$ cat config.mk
export PLATFORM = sky130hd
export DESIGN_NAME = paging_unit
export DESIGN_NICKNAME = d
export VERILOG_FILES = /design/src/rtl/zx_pkg.sv /design/src/rtl/port_latch.sv /design/src/rtl/paging_unit.sv
export SDC_FILE = /design/constraint.sdc
export NUM_CORES = 1
export LEC_CHECK = 0
export ABC_AREA = 1
export BUFFER_PORTS_ARGS = -buffer_cell sky130_fd_sc_hd__buf_2
export CELL_PAD_IN_SITES_DETAIL_PLACEMENT = 0
export CELL_PAD_IN_SITES_GLOBAL_PLACEMENT = 2
export CORE_MARGIN = 5
export CORE_UTILIZATION = 22
export CTS_CLUSTER_SIZE = 40
export DETAILED_ROUTE_END_ITERATION = 10
export PLACE_DENSITY_LB_ADDON = 0.1
export RECOVER_POWER = 50
export SYNTH_ARGS = -nofsm -noshare
export SYNTH_HDL_FRONTEND = slang
export SYNTH_SLANG_ARGS = --single-unit
$ cat constraint.sdc
create_clock -name clock -period 2 [get_ports clock]
set_input_delay 0 -clock clock [delete_from_list [all_inputs] [get_ports clock]]
set_output_delay 0 -clock clock [all_outputs]
set_load 0.01 [all_outputs]
$ cat src/rtl/zx_pkg.sv
// zx_pkg: shared machine-mode constants, port decode masks and +3 special-paging table
package zx_pkg;
  localparam logic [1:0] MODE_48K  = 2'd0;
  localparam logic [1:0] MODE_128K = 2'd1;
  localparam logic [1:0] MODE_P3   = 2'd2;
  localparam logic [1:0] MODE_PENT = 2'd3;
  localparam logic [15:0] PORT7FFD_MASK     = 16'h8002;
  localparam logic [15:0] PORT7FFD_MATCH    = 16'h0000;
  localparam logic [15:0] PORT7FFD_P3_MASK  = 16'hC002;
  localparam logic [15:0] PORT7FFD_P3_MATCH = 16'h4000;
  localparam logic [15:0] PORT1FFD_MASK     = 16'hF002;
  localparam logic [15:0] PORT1FFD_MATCH    = 16'h1000;
  // indexed by {1ffd[2:1], slot}; element 0 is the rightmost entry
  localparam logic [15:0][2:0] SPECIAL_MAP = {
    3'd3, 3'd6, 3'd7, 3'd4,
    3'd3, 3'd6, 3'd5, 3'd4,
    3'd7, 3'd6, 3'd5, 3'd4,
    3'd3, 3'd2, 3'd1, 3'd0
  };
endpackage

$ cat src/rtl/port_latch.sv
// port_latch: byte register committed once per I/O cycle on the first ce that sees its select
module port_latch (
  input  logic       clock,
  input  logic       reset,
  input  logic       ce,
  input  logic       sel,
  input  logic       lock,
  input  logic [7:0] d,
  input  logic [7:0] mask,
  output logic [7:0] q
);
  logic wrd;
  always_ff @(posedge clock or posedge reset) begin
    if (reset) begin
      wrd <= 1'b0;
      q <= 8'h00;
    end else if (ce) begin
      wrd <= sel;
      if (sel && !wrd && !lock) q <= d & mask;
    end
  end
endmodule

$ cat src/rtl/paging_unit.sv
// paging_unit: 7FFD/1FFD port registers and CPU address to ROM/RAM page mapping
module paging_unit
  import zx_pkg::*;
#(
  parameter int RAM_PAGES_LOG2 = 5,
  parameter int ROM_PAGES_LOG2 = 2
) (
  input  logic                      clock,
  input  logic                      reset,
  input  logic                      ce,
  input  logic [1:0]                mode,
  input  logic                      iorq,
  input  logic                      wr,
  input  logic [15:0]               a,
  input  logic [7:0]                d,
  output logic [RAM_PAGES_LOG2+14:0] mem_a,
  output logic                      is_ram,
  output logic                      writable,
  output logic                      contended,
  output logic                      vid_page,
  output logic                      locked,
  output logic [7:0]                port7ffd,
  output logic [7:0]                port1ffd
);
  logic [7:0] q7, q1, mask7;
  logic sel7, sel1, io_wr, special;
  logic [4:0] ram_pg, pv;
  logic [1:0] rom_pg;
  logic [ROM_PAGES_LOG2-1:0] rom_t;
  logic [RAM_PAGES_LOG2-1:0] pg;
  port_latch u_7ffd (
    .clock(clock), .reset(reset), .ce(ce), .sel(sel7), .lock(q7[5]),
    .d(d), .mask(mask7), .q(q7)
  );
  port_latch u_1ffd (
    .clock(clock), .reset(reset), .ce(ce), .sel(sel1), .lock(q7[5]),
    .d(d), .mask(8'h07), .q(q1)
  );
  always_comb begin
    io_wr = !iorq && !wr;
    // the extra Pentagon page bits only exist when there is RAM for them to address
    mask7 = (mode == MODE_PENT && RAM_PAGES_LOG2 > 3) ? 8'hFF : 8'h3F;
    sel7 = io_wr && ((mode == MODE_128K || mode == MODE_PENT) ? (a & PORT7FFD_MASK) == PORT7FFD_MATCH :
                     mode == MODE_P3 && (a & PORT7FFD_P3_MASK) == PORT7FFD_P3_MATCH);
    sel1 = io_wr && mode == MODE_P3 && (a & PORT1FFD_MASK) == PORT1FFD_MATCH;
    special = mode == MODE_P3 && q1[0];
    rom_pg = mode == MODE_48K ? 2'd0 : {mode == MODE_P3 && q1[2], q7[4]};
    rom_t = ROM_PAGES_LOG2'(rom_pg);
    ram_pg = special ? 5'(SPECIAL_MAP[{q1[2:1], a[15:14]}]) :
             a[15:14] == 2'b01 ? 5'd5 :
             a[15:14] == 2'b10 ? 5'd2 :
             mode == MODE_48K ? 5'd0 :
             mode == MODE_PENT ? {q7[7:6], q7[2:0]} : {2'b00, q7[2:0]};
    is_ram = special || a[15:14] != 2'b00;
    pg = is_ram ? RAM_PAGES_LOG2'(ram_pg) : RAM_PAGES_LOG2'(rom_t);
    pv = 5'(pg);
    contended = is_ram && (mode == MODE_P3 ? (pv >= 5'd4 && pv <= 5'd7) : (pv[0] && pv < 5'd8));
  end
  assign mem_a = {is_ram, pg, a[13:0]};
  assign writable = is_ram;
  assign vid_page = mode != MODE_48K && q7[3];
  assign locked = q7[5];
  assign port7ffd = q7;
  assign port1ffd = q1;
endmodule

==> impl_metrics.json, run 1 <==
{
  "outcome": "finished clean",
  "tritoncts": "yes",
  "io_buffers": 44,
  "crit_required_ns": 2.00,
  "dr.pass1.iters": 4,
  "dp_hpwl_mm": 2.43,
  "relSlewSlack_pct": 65.2,
  "synth-seq-cells": 13,
  "hold_viol": 0,
  "grt_setup_unrepaired": "no",
  "synth_cells": 142,
  "hold_end": "mem_a[3]",
  "final_nets": 206,
  "cts_root_buf": "clkbuf_8",
  "drc": 0,
  "ys_top_cells_by_area": "dfrtp_1, buf_4, nand2_1, inv_1, nand4_1",
  "clk_path_buf_depth": 2,
  "criticalPathCategory": "register to primary output",
  "fin_setup_tns_ns": 0,
  "critPathLaunchType": "register",
  "synth_area_sq_mm": 0.00104,
  "clkLatencyLatePin_ns": 0.24,
  "wl_mm": 2.92,
  "ys_warn_count": 0,
  "synth_top_area_share_pct": 31.2,
  "final_cells": 228,
  "clock_skew_ns": 0.00283,
  "drv_slew": 0,
  "ios": 72,
  "ys_seq_area_share_pct": 31.2,
  "grt_usage_pct": 9.64,
  "grt_max_degree": 14,
  "n_fill_cell": 542,
  "r2r-end": "u_7ffd.q[4]",
  "finalCritPeriodShare_pct": 71.1,
  "yosysTopAreaCell": "dfrtp_1",
  "syn_to_final_growth_pct": 18.3,
  "synth.avg_cell_area_sq_um": 7.35,
  "cts_sinks": 13,
  "path_max_fanout": 7,
  "multi_input_area_sq_um": 483,
  "coreArea_sq_mm": 0.00466,
  "die_x_microns": 78.9,
  "min_from": "a[3]",
  "tightest_slew_ns": 0.522,
  "fp.dieH_microns": 78.9,
  "hold_class": "input pin to primary output",
  "grt_overflow": 0,
  "finalCriticalPeriod_ns": 1.42,
  "final-seq-area_sq_um": 325,
  "postCtsResizedCells": 0,
  "hold_slack_ns": 0.0000117,
  "htree_levels": 1,
  "r2r_setup_slack_ns": 0.96,
  "cp.arrival_ns": 1.42,
  "die_area_sq_mm": 0.00622,
  "clk_pin_slew_worst_paths_ns": 0.06,
  "cts_buffers": 3,
  "viasPerCell": 4.14,
  "p_leak_nw": 0.661,
  "maxClockFrequency_mhz": 703,
  "vias": 944,
  "wl_per_cell_microns": 12.8,
  "cap_violations": 0,
  "r2r-start": "u_7ffd.wrd",
  "gp_congestion": 0.773,
  "ant_nets": 0,
  "rows": 25,
  "placed_cells": 221,
  "irDropWorstVdd_uv": 193,
  "start_util_pct": 22.4,
  "worstRegToRegCells": 4,
  "synthDistinctLibCells": 28,
  "drtIter0Drc": 16,
  "cp-end-kind": "primary output",
  "antenna_found_initial": 0,
  "grt_pass1_vias": 1005,
  "diodes": 0,
  "hold_depth": 0,
  "drive_gt1_share_pct": 30.5,
  "power_per_cell_area_mw_per_mm2": 488,
  "setup_viol": 0,
  "grt_first_pass_wirelength_mm": 4.82
}
==> worst max-delay path: stages, from the launching register on <==
cell     delay [ns]
dfrtp_1        0.37
nand3_2        0.18
nand3_2        0.15
inv_2          0.06
nor3_1         0.13
nand2_1        0.08
nor2_1         0.08
buf_2          0.13
==> cells in the mapped netlist (all sizes together) <==
| library cell | count |
|---|---|
| a31o | 1 |
| nand2 | 38 |
| a21oi | 2 |
| buf | 23 |
| o22ai | 1 |
| nor2 | 14 |
| dfrtp | 13 |
| o21ai | 6 |
| nand3 | 11 |
| o211ai | 1 |
| inv | 18 |
| nor3 | 1 |
| conb | 1 |
| clkinv | 2 |
| nand4 | 8 |
| nand3b | 1 |
| nor3b | 1 |
==> logic make-up (layout without fill, tap and decap cells) <==
logic type             after synthesis  after routing  synth area share [%]
DFF                                 13             13                  31.2
AOI/OAI and AO/OA                   11             11                  7.31
and+or+nand+nor                     74             74                  37.2
other                                1              5                 0.359
buffers and inverters               43             71                  24.0
==> cell usage in the layout (no fill, tap or decap) <==
| cell | n |
|---|---|
| inv_2 | 4 |
| nand2_4 | 1 |
| buf_2 | 31 |
| dfrtp_1 | 13 |
| clkbuf_8 | 3 |
| nand3_4 | 1 |
| inv_4 | 2 |
| nand2_1 | 36 |
| nor2_8 | 1 |
| nand3b_1 | 1 |
| nor3_1 | 1 |
| nor3b_2 | 1 |
| nand3_1 | 8 |
| clkbuf_1 | 14 |
| inv_1 | 12 |
| o211ai_4 | 1 |
| nand4_1 | 7 |
| a31o_2 | 1 |
| a21oi_1 | 2 |
| nand4_2 | 1 |
| conb_1 | 5 |
| o21ai_1 | 5 |
| nor2_2 | 3 |
| o22ai_1 | 1 |
| o21ai_0 | 1 |
| nor2_1 | 10 |
| clkinv_1 | 2 |
| dlygate4sd3_1 | 3 |
| nand3_2 | 2 |
| nand2_2 | 1 |
==> where the power goes <==
| part | switching [mW] | internal, mW | leakage (nW) | total [mW] |
|---|---|---|---|---|
| Combinational | 0.0677 | 0.0391 | 0.462 | 0.107 |
| Sequential | 0.000155 | 0.264 | 0.176 | 0.264 |
| Clock | 0.0915 | 0.140 | 0.0228 | 0.232 |
| Total | 0.159 | 0.443 | 0.661 | 0.603 |
==> metrics by stage <==
| step | total power [mW] | setup slack (ns) | utilization, % | instance area (sq um) |
|---|---|---|---|---|
| 2_1_floorplan | 0.363 | 0.892 | - | 1060 |
| 3_3_place_gp | 0.374 | 0.863 | 25.2 | 1180 |
| 3_5_place_dp | 0.374 | 0.825 | 25.2 | 1180 |
| 4_1_cts | 0.618 | 0.566 | 26.8 | 1250 |
| 5_1_grt | 0.636 | 0.415 | 26.5 | 1230 |
| 6_report | 0.603 | 0.578 | 26.5 | 1230 |
==> how the worst max path moves through the flow <==
stage	from	end	slack [ns]	depth (start not counted)
after global placement	u_1ffd.q[0]	contended	0.86	7
after global routing	u_1ffd.q[0]	contended	0.42	7
after CTS	u_1ffd.q[0]	contended	0.57	7
after floorplan	u_1ffd.q[0]	contended	0.89	6
final	u_1ffd.q[0]	contended	0.58	7
after detailed placement	u_1ffd.q[0]	contended	0.83	7
==> what timing repair did <==
action,4_1_cts,5_1_grt
hold buffers,3,0
endpoints found under the hold margin,16,0
buffers inserted,0,0
==> area by class of cell <==
type / count / share of cell area (%)
clock buffer: 4 / 3.65
inverter: 20 / 6.48
sequential: 13 / 26.3
multi-input combinational: 90 / 39.1
timing repair buffer: 47 / 18.9
tap: 54 / 5.47
==> state kept, by name, summed over array words and instances, names as in the netlist <==
register    cells
u_7ffd.wrd      1
u_7ffd.q        8
u_1ffd.wrd      1
u_1ffd.q        3
==> layer usage <==
metal	share of wire [%]	global-route usage [%]	wire, microns
met1	44	11.5	1280
met2	49	16.7	1430
met3	6.4	2.61	186
met4	0.72	3.26	21
met5	0	0	0
No activity file was read; power rests on OpenSTA's default activity.
==> run 2: changes to the inputs <==
ABC_AREA = 0   (was 1)
CORE_UTILIZATION = 19   (was 22)
clock period = 1.2 ns   (was 2 ns; I/O delays follow)
==> run 2 against run 1 <==
The flow now finishes with violations (negative setup slack). Sequential cell count unchanged. Non-clock buffer count up 22. Clock skew down 0.0011 ns. Combinational power rose to 5.2 times the previous value. Register-to-register slack worse by 0.98 ns. Design area up 22%. Synthesized cell count down 27%. Core utilization up 3.4 points. Critical path type unchanged. Critical endpoint unchanged. Largest power group is now combinational logic. Highest routed layer unchanged.
==> impl_metrics.json, run 2 <==
{
  "synthArstFlopShare_pct": 100,
  "final_nets": 186,
  "cp.arrival_ns": 1.51,
  "critPathLaunch": "u_1ffd.q[0]",
  "final_common_cell": "buf_2",
  "io_buffers": 44,
  "n_fill_cell": 557,
  "grt_max_degree": 14,
  "tritoncts": "yes",
  "tightest_slew_ns": 0.543,
  "grt_first_pass_wirelength_mm": 4.89,
  "grt_setup_unrepaired": "yes",
  "fin_area_sq_mm": 0.00151,
  "power_per_cell_area_mw_per_mm2": 981,
  "grt_overflow": 0,
  "grt_pass1_vias": 994,
  "grt_use_met1_pct": 11.2,
  "rows": 26,
  "hold_class": "input pin to primary output",
  "post-route-util_pct": 29.9,
  "crit_end": "contended",
  "largest_reg_flops": 8,
  "r2r_setup_slack_ns": -0.02,
  "final_cell_mix": "buf_2, buf_4, dfrtp_1",
  "multi_input_area_sq_um": 554,
  "coreArea_sq_mm": 0.00504,
  "cts_root_buf": "clkbuf_8",
  "diodes": 0,
  "outcome": "complete, but fails checks",
  "dp_hpwl_mm": 2.33,
  "relSlewSlack_pct": 63.7,
  "drv_slew": 0,
  "path_max_fanout": 4,
  "critPathLaunchType": "register",
  "crit_required_ns": 1.20,
  "yosysMostFrequentCell": "buf_4",
  "violations": "negative setup slack",
  "ys_top_cells_by_area": "dfrtp_1, buf_4, mux2_2, mux2_4, nand2_1",
  "top_register": "u_7ffd.q",
  "synth_top_area_share_pct": 33.5,
  "synth_ff_type": "dfrtp_1",
  "synth_common_cells": "buf_4, dfrtp_1, nand2_1, mux2_2, inv_1",
  "wl_mm": 2.99,
  "clkLatencyLatePin_ns": 0.24,
  "viasPerCell": 3.92,
  "cp-end-kind": "primary output",
  "drc": 0,
  "cts_buffers": 3,
  "irDropWorstVdd_uv": 415,
  "vias": 878,
  "ys_seq_area_share_pct": 33.5,
  "dr.pass1.iters": 4,
  "synth_area_sq_um": 971,
  "clk_path_buf_depth": 2,
  "r2r-start": "u_7ffd.q[5]",
  "cap_violations": 0,
  "wl_per_cell_microns": 13.3,
  "criticalPathCategory": "register to primary output",
  "fp.dieH_microns": 81.5,
  "drive_gt1_share_pct": 57.1,
  "hold_viol": 0,
  "ys_warn_count": 0,
  "pre_cts_ws_ns": -0.339,
  "synth_cells": 103,
  "r2r-end": "u_1ffd.q[1]",
  "clock_skew_ns": 0.00177,
  "placed_area_sq_mm": 0.00129,
  "gp_congestion": 0.731,
  "die_x_microns": 81.5,
  "cts_sinks": 13,
  "fin_ws_ns": -0.310,
  "met2_usage_pct": 17.1,
  "maxClockFrequency_mhz": 662,
  "p_leak_nw": 0.762,
  "finalCritPeriodShare_pct": 126,
  "grt_usage_pct": 9.55,
  "synth_edf_count": 0,
  "worstRegToRegCells": 2,
  "reg_top3": "u_7ffd.q: 8 flops, u_1ffd.q: 3 flops",
  "finalCriticalPeriod_ns": 1.51,
  "start_util_pct": 19.3,
  "antenna_found_initial": 0,
  "met3_usage_pct": 1.86,
  "synth.avg_cell_area_sq_um": 9.43,
  "ant_nets": 0,
  "yosysTopAreaCell": "dfrtp_1",
  "htree_levels": 1,
  "syn_to_final_growth_pct": 55.0,
  "synth-seq-cells": 13,
  "setup_viol": 7,
  "final-seq-area_sq_um": 327,
  "busiest_layer": "met2",
  "drtIter0Drc": 21,
  "die_area_sq_mm": 0.00664,
  "ios": 72,
  "synthDistinctLibCells": 36,
  "clk_pin_slew_worst_paths_ns": 0.05
}
==> run 2: cell count changes after synthesis, sizes merged, moves of 3 or more <==
cell   before  now
nand4       8    1
and2        0    3
nor2       14    4
nand2      38   10
nand3      11    1
mux2        0   10
inv        18    6
==> run 2: repair_timing <==
item | in CTS | in global routing
endpoints found under the hold margin | 17 | 0
hold buffers | 4 | 0
setup buffers | 3 | 1
setup endpoints to repair | 17 | 17
pin swaps | 7 | 3
gates resized for setup | 25 | 7
==> run 2: cell families (layout without fill, tap and decap cells) <==
kind of cell | Yosys count | in the layout | synth area share, %
buffers and inverters | 32 | 79 | 21.8
multiplexers | 10 | 10 | 12.8
other | 1 | 5 | 0.386
AO/OA/AOI/OAI | 17 | 17 | 12.4
flip-flops | 13 | 13 | 33.5
AND/OR/NAND/NOR | 30 | 30 | 19.2
==> run 2: layout make-up <==
class / instances / area share (%)
repair buffers: 69 / 31.2
inverters: 6 / 1.50
multi-input cells: 62 / 36.8
clock buffers: 4 / 2.99
flip-flops and latches: 13 / 21.7
well taps: 70 / 5.82
==> run 2: layer usage <==
metal | up-vias | share of wire [%]
met5 | - | 0
met4 | 0 | 1.1
met3 | 8 | 5.2
met2 | 20 | 52
met1 | 414 | 42
li1 | 436 | -
==> run 2: worst min-delay path by stage <==
stage | startpoint | end | slack (ns) | depth (start not counted)
2_1_floorplan | reset | u_1ffd.q[0] | -0.12 | 1
3_3_place_gp | a[5] | mem_a[5] | 0.00007 | 0
3_5_place_dp | a[5] | mem_a[5] | 0.00007 | 0
4_1_cts | a[5] | mem_a[5] | 0.00007 | 0
5_1_grt | a[3] | mem_a[3] | 0.00002 | 0
6_report | a[7] | mem_a[7] | 0.000004 | 0
==> run 2: critical path: stages (launching register included) <==
cell	delay (ns)
dfrtp_1	0.40
nand2_2	0.11
buf_6	0.13
or3_4	0.33
nand3_4	0.09
a211oi_1	0.06
buf_2	0.15
==> run 2: power by group <==
group	internal (mW)	switching (mW)
clock network	0.234	0.144
logic	0.307	0.247
registers	0.496	0.0491
total	1.04	0.440
==> run 2: stage by stage <==
step           hold WS (ns)  std cells  setup TNS, ns  total power [mW]
6_report         0.00000365        224          -1.12              1.48
3_5_place_dp      0.0000686        214          -2.67              1.05
5_1_grt           0.0000168        224          -1.94              1.59
3_3_place_gp      0.0000686        214          -2.45              1.05
4_1_cts           0.0000686        225          -1.24              1.51
2_1_floorplan        -0.123        107         -0.879             0.852
==> run 3: changes to the inputs <==
RECOVER_POWER = 25   (was 50)
==> run 3 against run 2 <==
The run still ends with negative setup slack left. Sequential share of layout area down 0.13 points. Highest routed layer unchanged. Design area up 0.58%. Clock skew about the same. Largest cell class unchanged. Critical endpoint unchanged. Sequential cell count unchanged.
==> impl_metrics.json, run 3 (same netlist as run 2, synthesis figures left out) <==
{
  "gp_congestion": 0.731,
  "violations": "negative setup slack",
  "cts_sinks": 13,
  "cts_buffers": 3,
  "top_register": "u_7ffd.q",
  "irDropWorstVdd_uv": 415,
  "fin_ws_ns": -0.310,
  "p_comb_share_pct": 37.7,
  "fin_area_sq_mm": 0.00151,
  "cap_violations": 0,
  "maxClockFrequency_mhz": 662,
  "cts_root_buf": "clkbuf_8",
  "criticalPathCategory": "register to primary output",
  "path_max_fanout": 4,
  "fp.dieH_microns": 81.5,
  "dp_hpwl_mm": 2.33,
  "power_switching_mw": 0.440,
  "wl_per_cell_microns": 13.3,
  "antenna_found_initial": 0,
  "drtIter0Drc": 19,
  "finalCriticalPeriod_ns": 1.51,
  "wl_mm": 2.99,
  "final_cell_mix": "buf_2, buf_4, dfrtp_1",
  "rows": 26,
  "internal_power_mw": 1.04,
  "tightest_slew_ns": 0.543,
  "grt_overflow": 0,
  "drive_gt1_share_pct": 61.7,
  "critPathLaunchType": "register",
  "cp-end-kind": "primary output",
  "diodes": 0,
  "grt_setup_unrepaired": "yes",
  "clk_pin_slew_worst_paths_ns": 0.05,
  "die_x_microns": 81.5,
  "crit_required_ns": 1.20,
  "reg_top3": "u_7ffd.q: 8 flops, u_1ffd.q: 3 flops",
  "seqPwrFrac_pct": 36.8,
  "outcome": "complete, but fails checks",
  "coreArea_sq_mm": 0.00504,
  "p_leak_nw": 0.785,
  "hold_class": "input pin to primary output",
  "switching_share_pct": 29.7,
  "relSlewSlack_pct": 63.8,
  "p_clk_share_pct": 25.5,
  "power_per_cell_area_mw_per_mm2": 979,
  "drv_slew": 0,
  "grt_usage_pct": 9.55,
  "final_nets": 186,
  "htree_levels": 1,
  "tritoncts": "yes",
  "largest_reg_flops": 8,
  "cp.arrival_ns": 1.51,
  "placed_cells": 214,
  "clock_skew_ns": 0.00179,
  "power_mw": 1.48,
  "drc": 0,
  "hold_viol": 0,
  "ant_nets": 0,
  "io_buffers": 44,
  "setup_viol": 7,
  "syn_to_final_growth_pct": 55.9,
  "grt_first_pass_wirelength_mm": 4.89,
  "start_util_pct": 19.3,
  "clk_path_buf_depth": 2,
  "vias": 878,
  "final_cells": 224,
  "grt_max_degree": 14,
  "finalCritPeriodShare_pct": 126,
  "dr.pass1.iters": 4,
  "die_area_sq_mm": 0.00664,
  "viasPerCell": 3.92,
  "post-route-util_pct": 30.0,
  "ios": 72,
  "final_common_cell": "buf_2",
  "clkLatencyLatePin_ns": 0.24,
  "placed_area_sq_mm": 0.00129,
  "grt_pass1_vias": 994
}
==> run 3: changes by cell type in the layout (fill, tap and decap cells not counted) <==
| cell | delta |
|---|---|
| buf_2 | +7 |
| clkbuf_1 | -7 |
==> run 3: area by class of cell <==
cell class	count	area, sq um
clock buffers	4	45.0
fillers	556	3530
inverters	6	22.5
multi-input cells	62	554
flip-flops and latches	13	327
well taps	70	87.6
repair buffers	69	478
==> run 3: metrics by stage <==
step,setup slack (ns),setup TNS [ns],hold WS (ns)
after detailed placement,-0.339,-2.67,0.0000686
after global placement,-0.283,-2.45,0.0000686
after global routing,-0.404,-1.94,0.0000168
after floorplan,-0.107,-0.879,-0.123
final,-0.310,-1.11,0.00000365
after CTS,-0.329,-1.24,0.0000686
==> run 3: power groups by stage <==
stage	clock (mW)	combinational, mW	sequential [mW]
2_1_floorplan	0	0.274	0.578
3_3_place_gp	0	0.498	0.552
3_5_place_dp	0	0.496	0.552
4_1_cts	0.407	0.554	0.545
5_1_grt	0.423	0.614	0.554
6_report	0.378	0.559	0.545
==> run 3: timing repair <==
item,CTS,global route
resized for setup,25,7
hold endpoints to repair,17,0
hold buffers,4,0
pin swaps,7,3
endpoints found under the setup margin,17,17
setup buffers,3,1
==> run 3: path summary, 6_finish.rpt <==
kind,startpoint,endpoint,slack [ns],cells after the start
setup / recovery,u_1ffd.q[0],contended,-0.31,6
hold / removal,a[7],mem_a[7],0.000004,0
setup reg to reg,u_7ffd.q[5],u_1ffd.q[1],-0.02,2
hold reg to reg,u_7ffd.q[3],u_7ffd.q[3],0.53,1
max in group asynchronous,reset,u_7ffd.q[5],0.44,3
min in group asynchronous,reset,u_7ffd.q[3],0.36,3
==> run 3: routing by layer <==
| metal | track usage, % | wire length, microns | vias to the layer above |
|---|---|---|---|
| li1 | - | - | 436 |
| met1 | 11.2 | 1240 | 414 |
| met2 | 17.1 | 1560 | 20 |
| met3 | 1.86 | 155 | 8 |
| met4 | 3.55 | 32 | 0 |
| met5 | 0 | 0 | - |
==> run 3: critical path: stages (launching register included) <==
cell and delay [ns]:
dfrtp_1 0.40, nand2_2 0.11, buf_6 0.13, or3_4 0.33, nand3_4 0.09, a211oi_1 0.06
buf_2 0.15
